==> src/rtl/keypad_scanner.sv <==
// 4x4 matrix keypad scanner: rotates an active-low row drive, samples the columns
// once per slot, classifies each full frame and debounces presses and releases.
module keypad_scanner #(
  parameter int SCAN_DIV        = 50000,
  parameter int DEBOUNCE_FRAMES = 10
) (
  input  logic       clk,
  input  logic       rst,
  input  logic [3:0] col_in,
  output logic [3:0] row_out,
  output logic [7:0] key_coord,
  output logic       key_valid,
  output logic       key_held,
  output logic       key_released
);

  localparam int SW = (SCAN_DIV > 1) ? $clog2(SCAN_DIV) : 1;
  localparam int CW = $clog2(DEBOUNCE_FRAMES + 1);
  localparam logic [SW-1:0] SLOT_LAST = SW'(SCAN_DIV - 1);
  localparam logic [CW-1:0] CNT_DONE  = CW'(DEBOUNCE_FRAMES);

  typedef enum logic [1:0] {
    IDLE        = 2'd0,
    DEB_PRESS   = 2'd1,
    HELD        = 2'd2,
    DEB_RELEASE = 2'd3
  } state_t;

  // True when exactly one column line is pulled low.
  function automatic logic is_single_low(input logic [3:0] c);
    logic r;
    case (c)
      4'b1110, 4'b1101, 4'b1011, 4'b0111: r = 1'b1;
      default:                            r = 1'b0;
    endcase
    return r;
  endfunction

  logic [3:0]    sync1_q, sync2_q;
  logic [SW-1:0] slot_q, slot_d;
  logic [3:0]    row_q, row_d;
  logic          hit_q, hit_d;
  logic          multi_q, multi_d;
  logic [7:0]    code_q, code_d;
  state_t        state_q, state_d;
  logic [CW-1:0] cnt_q, cnt_d;
  logic [7:0]    cand_q, cand_d;
  logic [7:0]    coord_q, coord_d;
  logic          valid_q, valid_d;
  logic          held_q, held_d;
  logic          released_q, released_d;

  logic          slot_last_s;
  logic          frame_end_s;
  logic          slot_hit_s;
  logic          acc_hit_s;
  logic          acc_multi_s;
  logic          frame_single_s;
  logic [7:0]    frame_code_s;
  logic [CW-1:0] cnt_inc_s;
  logic          match_cand_s;
  logic          match_key_s;

  // Two-stage synchronizer for the asynchronous column lines.
  always_ff @(posedge clk) begin
    if (rst) begin
      sync1_q <= 4'hF;
      sync2_q <= 4'hF;
    end else begin
      sync1_q <= col_in;
      sync2_q <= sync1_q;
    end
  end

  assign slot_last_s = (slot_q == SLOT_LAST);
  assign frame_end_s = slot_last_s && (row_q == 4'b0111);
  assign slot_hit_s  = (sync2_q != 4'hF);

  // Frame classification includes the slot being sampled this cycle.
  assign acc_hit_s      = hit_q | slot_hit_s;
  assign acc_multi_s    = multi_q | (slot_hit_s & (hit_q | ~is_single_low(sync2_q)));
  assign frame_single_s = acc_hit_s & ~acc_multi_s;
  assign frame_code_s   = hit_q ? code_q : {row_q, sync2_q};

  // Slot timing, row rotation and per-frame hit accumulation.
  always_comb begin
    slot_d  = slot_q + SW'(1);
    row_d   = row_q;
    hit_d   = hit_q;
    multi_d = multi_q;
    code_d  = code_q;
    if (slot_last_s) begin
      slot_d = '0;
      row_d  = {row_q[2:0], row_q[3]};
      if (frame_end_s) begin
        hit_d   = 1'b0;
        multi_d = 1'b0;
        code_d  = 8'hFF;
      end else begin
        hit_d   = acc_hit_s;
        multi_d = acc_multi_s;
        if (slot_hit_s && !hit_q) begin
          code_d = {row_q, sync2_q};
        end else begin
          code_d = code_q;
        end
      end
    end else begin
      slot_d = slot_q + SW'(1);
    end
  end

  // Scan state registers.
  always_ff @(posedge clk) begin
    if (rst) begin
      slot_q  <= '0;
      row_q   <= 4'b1110;
      hit_q   <= 1'b0;
      multi_q <= 1'b0;
      code_q  <= 8'hFF;
    end else begin
      slot_q  <= slot_d;
      row_q   <= row_d;
      hit_q   <= hit_d;
      multi_q <= multi_d;
      code_q  <= code_d;
    end
  end

  assign cnt_inc_s    = cnt_q + CW'(1);
  assign match_cand_s = frame_single_s && (frame_code_s == cand_q);
  assign match_key_s  = frame_single_s && (frame_code_s == coord_q);

  // Debounce state machine; it only moves on frame boundaries.
  always_comb begin
    state_d    = state_q;
    cnt_d      = cnt_q;
    cand_d     = cand_q;
    coord_d    = coord_q;
    held_d     = held_q;
    valid_d    = 1'b0;
    released_d = 1'b0;
    if (frame_end_s) begin
      case (state_q)
        IDLE: begin
          if (frame_single_s) begin
            cand_d  = frame_code_s;
            cnt_d   = CW'(1);
            state_d = DEB_PRESS;
          end else begin
            state_d = IDLE;
          end
        end
        DEB_PRESS: begin
          if (match_cand_s) begin
            cnt_d = cnt_inc_s;
            if (cnt_inc_s == CNT_DONE) begin
              coord_d = cand_q;
              valid_d = 1'b1;
              held_d  = 1'b1;
              state_d = HELD;
            end else begin
              state_d = DEB_PRESS;
            end
          end else begin
            cnt_d   = '0;
            state_d = IDLE;
          end
        end
        HELD: begin
          if (match_key_s) begin
            state_d = HELD;
          end else begin
            cnt_d   = CW'(1);
            state_d = DEB_RELEASE;
          end
        end
        DEB_RELEASE: begin
          if (match_key_s) begin
            cnt_d   = '0;
            state_d = HELD;
          end else begin
            cnt_d = cnt_inc_s;
            if (cnt_inc_s == CNT_DONE) begin
              held_d     = 1'b0;
              released_d = 1'b1;
              cnt_d      = '0;
              state_d    = IDLE;
            end else begin
              state_d = DEB_RELEASE;
            end
          end
        end
        default: begin
          cnt_d   = '0;
          state_d = IDLE;
        end
      endcase
    end else begin
      state_d = state_q;
    end
  end

  // Debounce state and registered outputs.
  always_ff @(posedge clk) begin
    if (rst) begin
      state_q    <= IDLE;
      cnt_q      <= '0;
      cand_q     <= 8'hFF;
      coord_q    <= 8'hFF;
      valid_q    <= 1'b0;
      held_q     <= 1'b0;
      released_q <= 1'b0;
    end else begin
      state_q    <= state_d;
      cnt_q      <= cnt_d;
      cand_q     <= cand_d;
      coord_q    <= coord_d;
      valid_q    <= valid_d;
      held_q     <= held_d;
      released_q <= released_d;
    end
  end

  assign row_out      = row_q;
  assign key_coord    = coord_q;
  assign key_valid    = valid_q;
  assign key_held     = held_q;
  assign key_released = released_q;

endmodule

==> config.mk <==
export PLATFORM = sky130hd
export DESIGN_NAME = keypad_scanner
export DESIGN_NICKNAME = d
export VERILOG_FILES = /design/src/rtl/keypad_scanner.sv
export SDC_FILE = /design/constraint.sdc
export NUM_CORES = 1
export LEC_CHECK = 0
export BUFFER_PORTS_ARGS = -buffer_cell sky130_fd_sc_hd__buf_4
export CORE_MARGIN = 1
export CORE_UTILIZATION = 45
export DETAILED_ROUTE_END_ITERATION = 8
export GPL_TIMING_DRIVEN = 0
export PLACE_DENSITY_LB_ADDON = 0.2
export SLEW_MARGIN = 20
export SYNTH_ARGS = -nofsm -noshare
export SYNTH_HDL_FRONTEND = slang
export SYNTH_SLANG_ARGS = --single-unit
==> constraint.sdc <==
create_clock -name clk -period 3.2 [get_ports clk]
set_clock_uncertainty 0.05 [all_clocks]
set_input_delay 0.64 -clock clk [delete_from_list [all_inputs] [get_ports clk]]
set_output_delay 0.64 -clock clk [all_outputs]
set_load 0.1 [all_outputs]
# ---- Word level (Yosys, flattened, before mapping)
# Cells that the tools add are included.
dict set report word_totals {
  reg_bits 63
  out_inout_bits 15
  wordCells 88
}
dict set report classes {
  n_reduce_logical 17
  n_mux 25
  n_bitwise 11
  eq_ne 19
  add_sub_neg 2
}
# operator count
set ops {}
lappend ops {{8-bit 2-to-1 mux} 3}
lappend ops {{4-bit 2-to-1 mux} 5}
lappend ops {{16-bit by 1-bit adder with 16-bit output, second input constant} 1}
lappend ops {{16-bit == test, second input constant} 1}
lappend ops {{4-bit == test, second input constant} 4}
lappend ops {{8-bit == test} 2}
lappend ops {{4-bit case mux with 4 select lines} 1}
lappend ops {{2-bit inequality test, second input constant} 6}
lappend ops {{4-bit OR reduction} 3}
lappend ops {{1-bit 2-to-1 mux} 10}
lappend ops {{4-bit by 3-bit == test with 1-bit output, second input constant} 2}
lappend ops {{2-bit 2-to-1 mux} 4}
lappend ops {{2-bit case mux with 4 select lines} 1}
lappend ops {{1-bit NOT} 6}
lappend ops {{3-bit AND reduction} 2}
lappend ops {{6-bit AND reduction} 1}
lappend ops {{4-bit by 1-bit adder with 4-bit output, second input constant} 1}
lappend ops {{2-bit == test, second input constant} 2}
lappend ops {{1-bit logical AND} 4}
lappend ops {{4-bit inequality test, second input constant} 1}
lappend ops {{4-bit AND reduction} 1}
lappend ops {{2-bit nonzero test} 2}
lappend ops {{1-bit OR} 3}
lappend ops {{1-bit bitwise AND} 2}
lappend ops {{other kinds (6)} 6}

# ---- Depth between registers and ports, before layout
# Gate-level depths: netlist of run 1.
dict set report depth {
  word_depth 12
  depth_mapped 9
}

# ---- Least setup slack after synthesis of run 1
# No wires, ideal clock.
dict set report synth_path {
  path_type {register to register}
  from {reg row_q[1] (netlist: row_out[1])}
  to {reg state_q[1]}
  arrival_time_ps 2533
  setup_time_ps 87
  stages_incl_launch_ff 7
  n_path_buf 0
  setup_slack_ps 530
  period_less_slack_ps 2670
  path_cell_list {dfxtp_1 mux2i_2 xnor2_1 nor4_4 nand3_2 or4_1 a221oi_2}
}
dict set report synth_via {
  elab_chain_cells 5
  word_cells_on_any_way 10
  classes_between {3 x eq/ne; 4 x mux; 3 x reduce/logical}
}
# item line_no
set synth_lines {}
lappend synth_lines {{from (decl)} 41} ;# logic [3:0] row_q, row_d;
lappend synth_lines {{from (signal assigned)} 123} ;# row_q <= row_d;
lappend synth_lines {{8-bit 2-to-1 mux} 83} ;# assign frame_code_s = hit_q ? code_q : {row_q, sync2_q};
lappend synth_lines {{8-bit == test (on tied branches)} {132, 131}}
lappend synth_lines {{1-bit logical AND (on tied branches)} {132, 131}}
lappend synth_lines {{2-bit 2-to-1 mux (on tied branches)} {179, 155}}
lappend synth_lines {{2-bit case mux with 4 select lines} 144} ;# case (state_q)
lappend synth_lines {{to (signal assigned)} 215} ;# state_q <= state_d;
lappend synth_lines {{to (decl)} 45} ;# state_t state_q, state_d;
# Parallel ways exist; a longest one is shown, timed or not.
# A chain may end at the register's enable or synchronous reset.

# ---- Worst setup path after layout of run 1
dict set report layout_path {
  from {reg slot_q[0]}
  to {reg state_q[1]}
}
dict set report layout_via {
  elab_chain_cells 2
}
# item line_no
set layout_lines {}
lappend layout_lines {{from (decl)} 40} ;# logic [SW-1:0] slot_q, slot_d;
lappend layout_lines {{from (signal assigned)} 122} ;# slot_q <= slot_d;
lappend layout_lines {{16-bit == test} 75} ;# assign slot_last_s = (slot_q == SLOT_LAST);
lappend layout_lines {{1-bit logical AND} 76} ;# assign frame_end_s = slot_last_s && (row_q == 4'b0111);
# No other way between the ends.

==> reports/metrics.yaml, run 1 <==
path_class: "register to register"
start_kind: "register"
crit-reg2reg-launch: "slot_q[0]$_SDFF_PP0_"
dieWidth_um: 86.7
placeableCoreArea_um2: 6870
yosys.cell_types.count: 67
synth-edff-count: 0
grt_pass1_vias: 2366
p_clk_share_pct: 39.7
rsz0062_at_grt: "no"
fin_area_um2: 3640
cts_root_buffer: "clkbuf_8"
fin_crit_ps: 2620
yosys_warnings: 0
drv_cap: 0
worstHoldStart: "sync1_q[3]$_SDFF_PP1_"
ys_top_cells_by_area: "dfxtp_1 (39%), xnor2_1 (7.1%), nand3_1 (4.2%)"
die_h_um: 86.7
vias: 2532
boundaryPins: 21
detail_route.iter0.violations: 135
viasPerCell: 5.22
internal-power_mw: 1.09
cts_resized: 0
grt_max_degree: 11
hold_buffers: 0
status: "finished clean"
overflow: 0
insertedDiodeCount: 0
ctsLongestPathBuffers: 2
ys_ff_latch: 63
seqPwrFrac_pct: 55.3
synth_common_cells: "dfxtp_1 (63), nor2_1 (31), nand3_1 (27)"
critPathArrivalTime_ps: 2820
p_sw_mw: 0.344
h-tree-depth: 3
place_area_um2: 3490
layout.cells.non_filler: 485
dp.cells: 470
wl_per_cell_um: 13.5
vdd_drop_max_mv: 0.216
grtUsageTotal_pct: 19.3
drc: 0
drt_wl_total_um: 6540
async_reset_ff_share_pct: 0
drive_gt1_share_pct: 18.5
worstSkewPairLatency_ps: 340
clock-sinks: 63
cts_buffers: 9
grt_pass1_wl_um: 11100
relSlewSlack_pct: 55.9
drv_slew: 0
gp_congestion: 0.832
finalPower_mw: 1.44
power_density_nw_per_um2: 395
pwr-share-comb_pct: 5.0
min_path_type: "register to register"
synth_most_common_cell: "dfxtp_1"
setup_viol: 0
fin_crit_sh_pct: 81.9
synthFlopType: "dfxtp_1"
seq_area_frac_synth_pct: 39.1
synth_area_um2: 3230
crit_fanout: 10
ant_nets: 0
syn_avg_cell_area_um2: 9.09
place_hpwl_um: 4880
netlist_instances: 355
preCtsSetupSlack_ps: 617
swShare_pct: 23.9
netlist.area_leader.share_pct: 39.1
synth_top_area_cell: "dfxtp_1"
hold_viol: 0
finalHoldWorstSlack_ps: 360
finalSetupTns_ps: 0
fillers: 671
first_pass_iters: 4
clk_pin_slew_ps: 70
die-area_um2: 7510
area_growth_pct: 13.0
fmaxAchievable_mhz: 382
leakage_nw: 1.32
utilization_pct: 53.0
cts_tree: "done"
setup_slack_ps: 580
critPathLaunch: "slot_q[0]$_SDFF_PP0_"
end_kind: "register"
postCtsSetupBuffers: 0
port-buffer-count: 19
synth_nets: 364
nets: 394
crit_required_ps: 3400
antenna_found_initial: 0
rows: 30
tightest_slew_ps: 645
initial_core_util_pct: 47.0
-- kinds of logic (layout without fill, tap and decap cells) --
logic type	after synthesis	after routing	share of synthesized area, %
simple gates	159	159	29.4
flops	63	63	39.1
mux	15	15	5.39
buf+inv	27	61	4.23
fa+ha+maj	4	4	1.47
compound gates	56	56	12.0
xor+xnor	31	31	8.42
-- cell usage in the layout (no fill, tap or decap), types with 3 or more instances in the layout --
cell,netlist,layout
dfxtp_1,63,63
nor2_1,31,31
nand3_1,27,27
nand2_1,26,26
xnor2_1,26,26
buf_4,2,21
o21ai_0,12,12
clkbuf_1,9,11
mux2i_1,11,11
a21oi_1,10,10
and2_1,10,10
o21ai_1,10,10
or2_2,10,10
inv_1,9,9
clkbuf_8,0,9
nor3_1,8,8
nand4_1,5,5
xor2_1,5,5
and3_1,4,4
and4_1,4,4
nand2b_1,4,4
buf_6,3,3
buf_2,3,3
mux2i_2,3,3
ha_1,3,3
clkinv_2,0,3
-- per-layer routing --
layer / global-route usage [%] / vias to the layer above / share of wire (%)
met5: 0 / - / 0
met4: 10.5 / 0 / 2.0
met3: 3.71 / 12 / 3.8
met2: 31.1 / 42 / 47
met1: 24.4 / 1161 / 47
li1: - / 1317 / -
-- power groups by stage --
| stage | clock (mW) | combinational, mW | sequential (mW) |
|---|---|---|---|
| CTS | 0.588 | 0.0725 | 0.795 |
| global placement | 0 | 0.0713 | 0.813 |
| global route | 0.629 | 0.0790 | 0.796 |
| detailed placement | 0 | 0.0720 | 0.813 |
| floorplan | 0 | 0.0541 | 0.812 |
| finish | 0.571 | 0.0719 | 0.795 |
-- path summary, 6_finish.rpt --
kind                                  end  slack (ps)  depth (start not counted)
setup / recovery  state_q[1]$_SDFFE_PP0P_         580                          8
hold / removal      sync2_q[3]$_SDFF_PP1_         360                          1
setup reg to reg  state_q[1]$_SDFFE_PP0P_         580                          8
hold reg to reg     sync2_q[3]$_SDFF_PP1_         360                          1
-- area by class of cell --
cell class,count,area [um2],area share (%)
multi-input combinational,265,1830,50.2
sequential,63,1260,34.6
timing repair buffer,19,143,3.91
clock buffer,11,131,3.61
tap,96,120,3.30
buffer,18,103,2.82
inverter,9,33.8,0.927
clock inverter,4,23.8,0.652
-- critical path, cell delays in order (launching register included) --
cell and delay [ps]:
dfxtp_1 350, ha_1 200, and3_1 170, clkbuf_1 260, nand4_4 260, nor2_4 240, nand3_2 190, or4_1 540
a221oi_2 280
-- state kept, by name, summed over array words and instances (netlist names), 2 cells and up --
name	flops
slot_q	16
cand_q	8
code_q	8
key_coord	8
cnt_q	4
row_out	4
sync1_q	4
sync2_q	4
state_q	2
(Power assumes the default switching activity.)
==> run 2: changes to the inputs <==
- clock period: 3.2 -> 2.2 ns (I/O delays scaled with it)
==> run 2 against run 1 <==
The run now ends with negative setup slack left; critical path type unchanged; highest routed layer unchanged; routed wire length is 12% higher; sequential power up 46%; non-clock buffer count rose by 10.
==> reports/metrics.yaml, run 2 (same netlist as run 1, synthesis figures left out) <==
grt_max_degree: 11
failed_checks: "negative setup slack"
area_growth_pct: 25.5
crit-reg2reg-launch: "sync2_q[2]$_SDFF_PP1_"
worstHoldStart: "col_in[0]"
layout_common_cells: "dfxtp_1 (51), buf_4 (30), nor2_1 (30), nand3_1 (27), nand2_1 (26)"
die-area_um2: 7510
worstSkewPairLatency_ps: 340
gp_congestion: 0.820
vias: 2660
finalPower_mw: 2.30
boundaryPins: 21
fillers: 603
hold_buffers: 0
dieWidth_um: 86.7
ff2ff_path_depth: 7
relSlewSlack_pct: 60.8
end_kind: "register"
multi_input_area_um2: 2050
critPathArrivalTime_ps: 2450
min_path_type: "input port to register"
swShare_pct: 23.3
wl_per_cell_um: 14.8
fmaxAchievable_mhz: 447
port-buffer-count: 19
finalSetupTns_ps: -36.8
clock-sinks: 63
die_h_um: 86.7
cts_tree: "done"
overflow: 0
fin_crit_ps: 2240
seqCellArea_um2: 1280
first_pass_iters: 4
drv_cap: 0
grtUsageTotal_pct: 20.5
h-tree-depth: 3
fin_crit_sh_pct: 102
crit_required_ps: 2410
cts_root_buffer: "clkbuf_8"
setup_viol: 1
leakage_nw: 1.45
status: "complete, but fails checks"
antenna_found_initial: 0
p_sw_mw: 0.535
regMostFlops: "slot_q"
cts_buffers: 9
insertedDiodeCount: 0
start_kind: "register"
internal-power_mw: 1.76
tightest_slew_ps: 588
placeableCoreArea_um2: 6870
drv_slew: 0
vdd_drop_max_mv: 0.373
hold_viol: 0
drc: 0
worst-r2r-setup-slack_ps: -40
path_class: "register to register"
initial_core_util_pct: 47.0
final_common_cell: "dfxtp_1"
rsz0062_at_grt: "yes"
ctsLongestPathBuffers: 2
detail_route.iter0.violations: 155
grt_pass1_vias: 2506
place_hpwl_um: 4870
clk_pin_slew_ps: 70
critPathLaunch: "sync2_q[2]$_SDFF_PP1_"
ant_nets: 0
drive_gt1_share_pct: 29.8
largest_reg_flops: 16
holdPathStages: 2
seqPwrFrac_pct: 50.4
rr_endpoint: "state_q[1]$_SDFFE_PP0P_"
rows: 30
crit_fanout: 8
grt_pass1_wl_um: 11800
setup_slack_ps: -36.8
p_clk_share_pct: 43.7
drt_wl_total_um: 7340
pwr-share-comb_pct: 5.9
power_density_nw_per_um2: 567
viasPerCell: 5.36
min_to: "sync1_q[0]$_SDFF_PP1_"
nets: 404
run 2: cell count changes in the layout (fill, tap and decap cells not counted), sizes merged:
cell           delta
buf              +10
bufinv            +1
clkinv            -3
clkbuf            +1
clkdlybuf4s15     +1
clkinvlp          +1
run 2: worst max-delay path by stage:
stage          depth (start not counted)  slack [ps]                       to
2_1_floorplan                          8         -10  state_q[1]$_SDFFE_PP0P_
3_3_place_gp                           8        -350  state_q[1]$_SDFFE_PP0P_
3_5_place_dp                           8        -370  state_q[1]$_SDFFE_PP0P_
4_1_cts                                7         -40  state_q[1]$_SDFFE_PP0P_
5_1_grt                                7        -130  state_q[1]$_SDFFE_PP0P_
6_report                               7         -40  state_q[1]$_SDFFE_PP0P_
run 2: area by class of cell:
cell class              instances  area share (%)
inverters                       9           0.834
well taps                      96            2.97
repair buffers                 31            6.12
multi-input cells             265            50.6
flip-flops and latches         63            31.6
plain buffers                  16            3.09
clock buffers                  13            3.68
clock inverters                 3            1.05
run 2: critical path, cell delays in order (launching register included):
cell and delay (ps):
dfxtp_1 310, buf_6 140, xnor2_4 130, a2111o_1 510, a21oi_4 260, nand3_2 90
or4_4 420, a221oi_2 240
run 2: routing by layer:
layer | vias to the layer above | track usage (%) | part of all wire, %
met2 | 52 | 34.6 | 49
met3 | 17 | 3.71 | 2.8
met4 | 0 | 10.5 | 2.3
met5 | - | 0 | 0
met1 | 1255 | 25.0 | 46
li1 | 1336 | - | -
run 2: metrics by stage:
stage	utilization [%]	std cells	setup slack, ps	instance area [um2]	hold WS (ps)
2_1_floorplan	-	355	-12.9	3240	339
3_3_place_gp	51.0	470	-348	3500	341
3_5_place_dp	51.0	470	-368	3500	347
4_1_cts	56.0	494	-44.0	3850	219
5_1_grt	58.9	496	-134	4050	219
6_report	58.9	496	-36.8	4050	229
run 2: repair_timing:
item	in CTS	in global routing
gates resized for setup	17	43
gates cloned	0	1
endpoints found under the setup margin	36	27
pin swaps	7	11
buffers inserted	9	2
run 2: power by group through the flow:
stage / registers [mW] / clock network, mW / logic, mW
5_1_grt: 1.16 / 1.07 / 0.146
4_1_cts: 1.16 / 1.02 / 0.121
6_report: 1.16 / 1.00 / 0.136
3_5_place_dp: 1.18 / 0 / 0.105
3_3_place_gp: 1.18 / 0 / 0.103
2_1_floorplan: 1.18 / 0 / 0.0787
==> run 3: changes to the inputs <==
--- a/constraint.sdc
+++ b/constraint.sdc
@@ -3,3 +3,3 @@
 set_input_delay 0.44 -clock clk [delete_from_list [all_inputs] [get_ports clk]]
 set_output_delay 0.44 -clock clk [all_outputs]
-set_load 0.1 [all_outputs]
+set_load 0.05 [all_outputs]
==> run 3 against run 2 <==
The flow now finishes without violations; sequential power about the same; routed wire length decreased by 3.6%; register-to-register slack better by 40 ps; sequential share of layout area rose by 0.11 points; global-route usage is 0.16 points higher; non-clock buffer count is 4 higher; critical path type unchanged.
==> reports/metrics.yaml, run 3 (same netlist as run 1, synthesis figures left out) <==
status: "finished clean"
boundaryPins: 21
overflow: 0
place_hpwl_um: 4980
vdd_drop_max_mv: 0.314
crit_buf_inv: 3
fin_crit_ps: 2190
drive_gt1_share_pct: 28.0
crit_required_ps: 2410
worst-r2r-setup-slack_ps: 6
cts_buffers: 9
finalHoldWorstSlack_ps: 237
hold_buffers: 0
dieWidth_um: 86.7
grt_util_met3_pct: 3.52
dp.cells: 470
layout.cells.non_filler: 500
grt_use_met1_pct: 25.9
area_growth_pct: 23.7
h-tree-depth: 3
top_usage_layer: "met2"
layout_common_cells: "dfxtp_1 (58), buf_4 (36), nor2_1 (30), nand3_1 (27), nand2_1 (26)"
drv_cap: 0
end_kind: "register"
leakage_nw: 1.45
setup_viol: 0
cts_root_buffer: "clkbuf_8"
drt_wl_total_um: 7070
worstSkewPairLatency_ps: 330
place_area_um2: 3490
wl_per_cell_um: 14.1
antenna_found_initial: 0
crit_chain: "buf_12, buf_12, mux2i_4, xnor2_1, nor4_4, buf_4, a311oi_2, o21ai_0, a21oi_1"
cpPeakStageDelay_ps: 390
regMostFlops: "slot_q"
ctsLongestPathBuffers: 2
fin_crit_sh_pct: 99.7
initial_core_util_pct: 47.0
slowest_stage: "a311oi_2"
ant_nets: 0
hold_viol: 0
power_density_nw_per_um2: 534
grt_pass1_wl_um: 12000
critPathArrivalTime_ps: 2400
cp_common_cell: "buf_12"
insertedDiodeCount: 0
cts_tree: "done"
drc: 0
drv_slew: 0
placeableCoreArea_um2: 6870
path_class: "register to register"
largest_reg_flops: 16
cp_top_family: "compound AO/OA/AOI/OAI gates"
relSlewSlack_pct: 56.4
grt_max_degree: 11
clock-sinks: 63
gp_congestion: 0.813
detail_route.iter0.violations: 76
port-buffer-count: 19
fmaxAchievable_mhz: 456
preCtsSetupSlack_ps: -258
viasPerCell: 5.27
grtUsageTotal_pct: 20.6
final_common_cell: "dfxtp_1"
min_path_type: "input port to register"
crit_fanout: 10
grt_pass1_vias: 2500
fin_area_um2: 3990
die_h_um: 86.7
tightest_slew_ps: 644
clk_pin_slew_ps: 70
rsz0062_at_grt: "yes"
rows: 30
nets: 408
setup_slack_ps: 6.14
met2_usage_pct: 34.7
die-area_um2: 7510
start_kind: "register"
first_pass_iters: 4
vias: 2633
## run 3: cell types whose count changed in the layout (fill, tap and decap cells not counted), sizes merged
cell           previous run  this run
buf                      37        42
clkinv                    1         3
bufinv                    1         0
clkbuf                   22        21
clkdlybuf4s15             1         0
## run 3: power breakdown
group	internal, mW	leakage (nW)	total [mW]	switching [mW]
Sequential	1.15	0.512	1.16	0.00535
Clock	0.404	0.0801	0.836	0.432
Combinational	0.0615	0.855	0.138	0.0763
Total	1.62	1.45	2.13	0.514
## run 3: worst paths after layout
path                         startpoint                     to  depth (start not counted)
setup reg to reg     hit_q$_SDFFE_PP0P_  cnt_q[1]$_SDFFE_PP0P_                          9
hold / removal                col_in[0]  sync1_q[0]$_SDFF_PP1_                          2
hold reg to reg   sync1_q[0]$_SDFF_PP1_  sync2_q[0]$_SDFF_PP1_                          1
setup / recovery     hit_q$_SDFFE_PP0P_  cnt_q[1]$_SDFFE_PP0P_                          9
## run 3: layout make-up
cell class | instances | area (um2)
fill | 635 | 2880
multi-input combinational | 265 | 2010
sequential | 63 | 1270
timing repair buffer | 34 | 259
buffer | 17 | 139
clock buffer | 12 | 135
tap | 96 | 120
inverter | 9 | 33.8
clock inverter | 4 | 22.5
## run 3: what timing repair did
action | CTS | global route
resized for setup | 25 | 24
pin swaps | 9 | 9
setup buffers | 9 | 6
endpoints found under the setup margin | 33 | 34
## run 3: layer usage
layer | routed length (um) | up-vias | part of all wire [%]
li1 | - | 1348 | -
met3 | 196 | 13 | 2.8
met1 | 3310 | 1236 | 47
met2 | 3420 | 36 | 48
met5 | 0 | - | 0
met4 | 150 | 0 | 2.1
## run 3: through the flow
step / utilization, % / TNS, ps / power, mW
floorplan: - / 0 / 1.26
global placement: 50.8 / -2630 / 1.29
detailed placement: 50.8 / -3310 / 1.29
CTS: 56.0 / -35.8 / 2.14
global route: 58.1 / -621 / 2.22
finish: 58.1 / 0 / 2.13
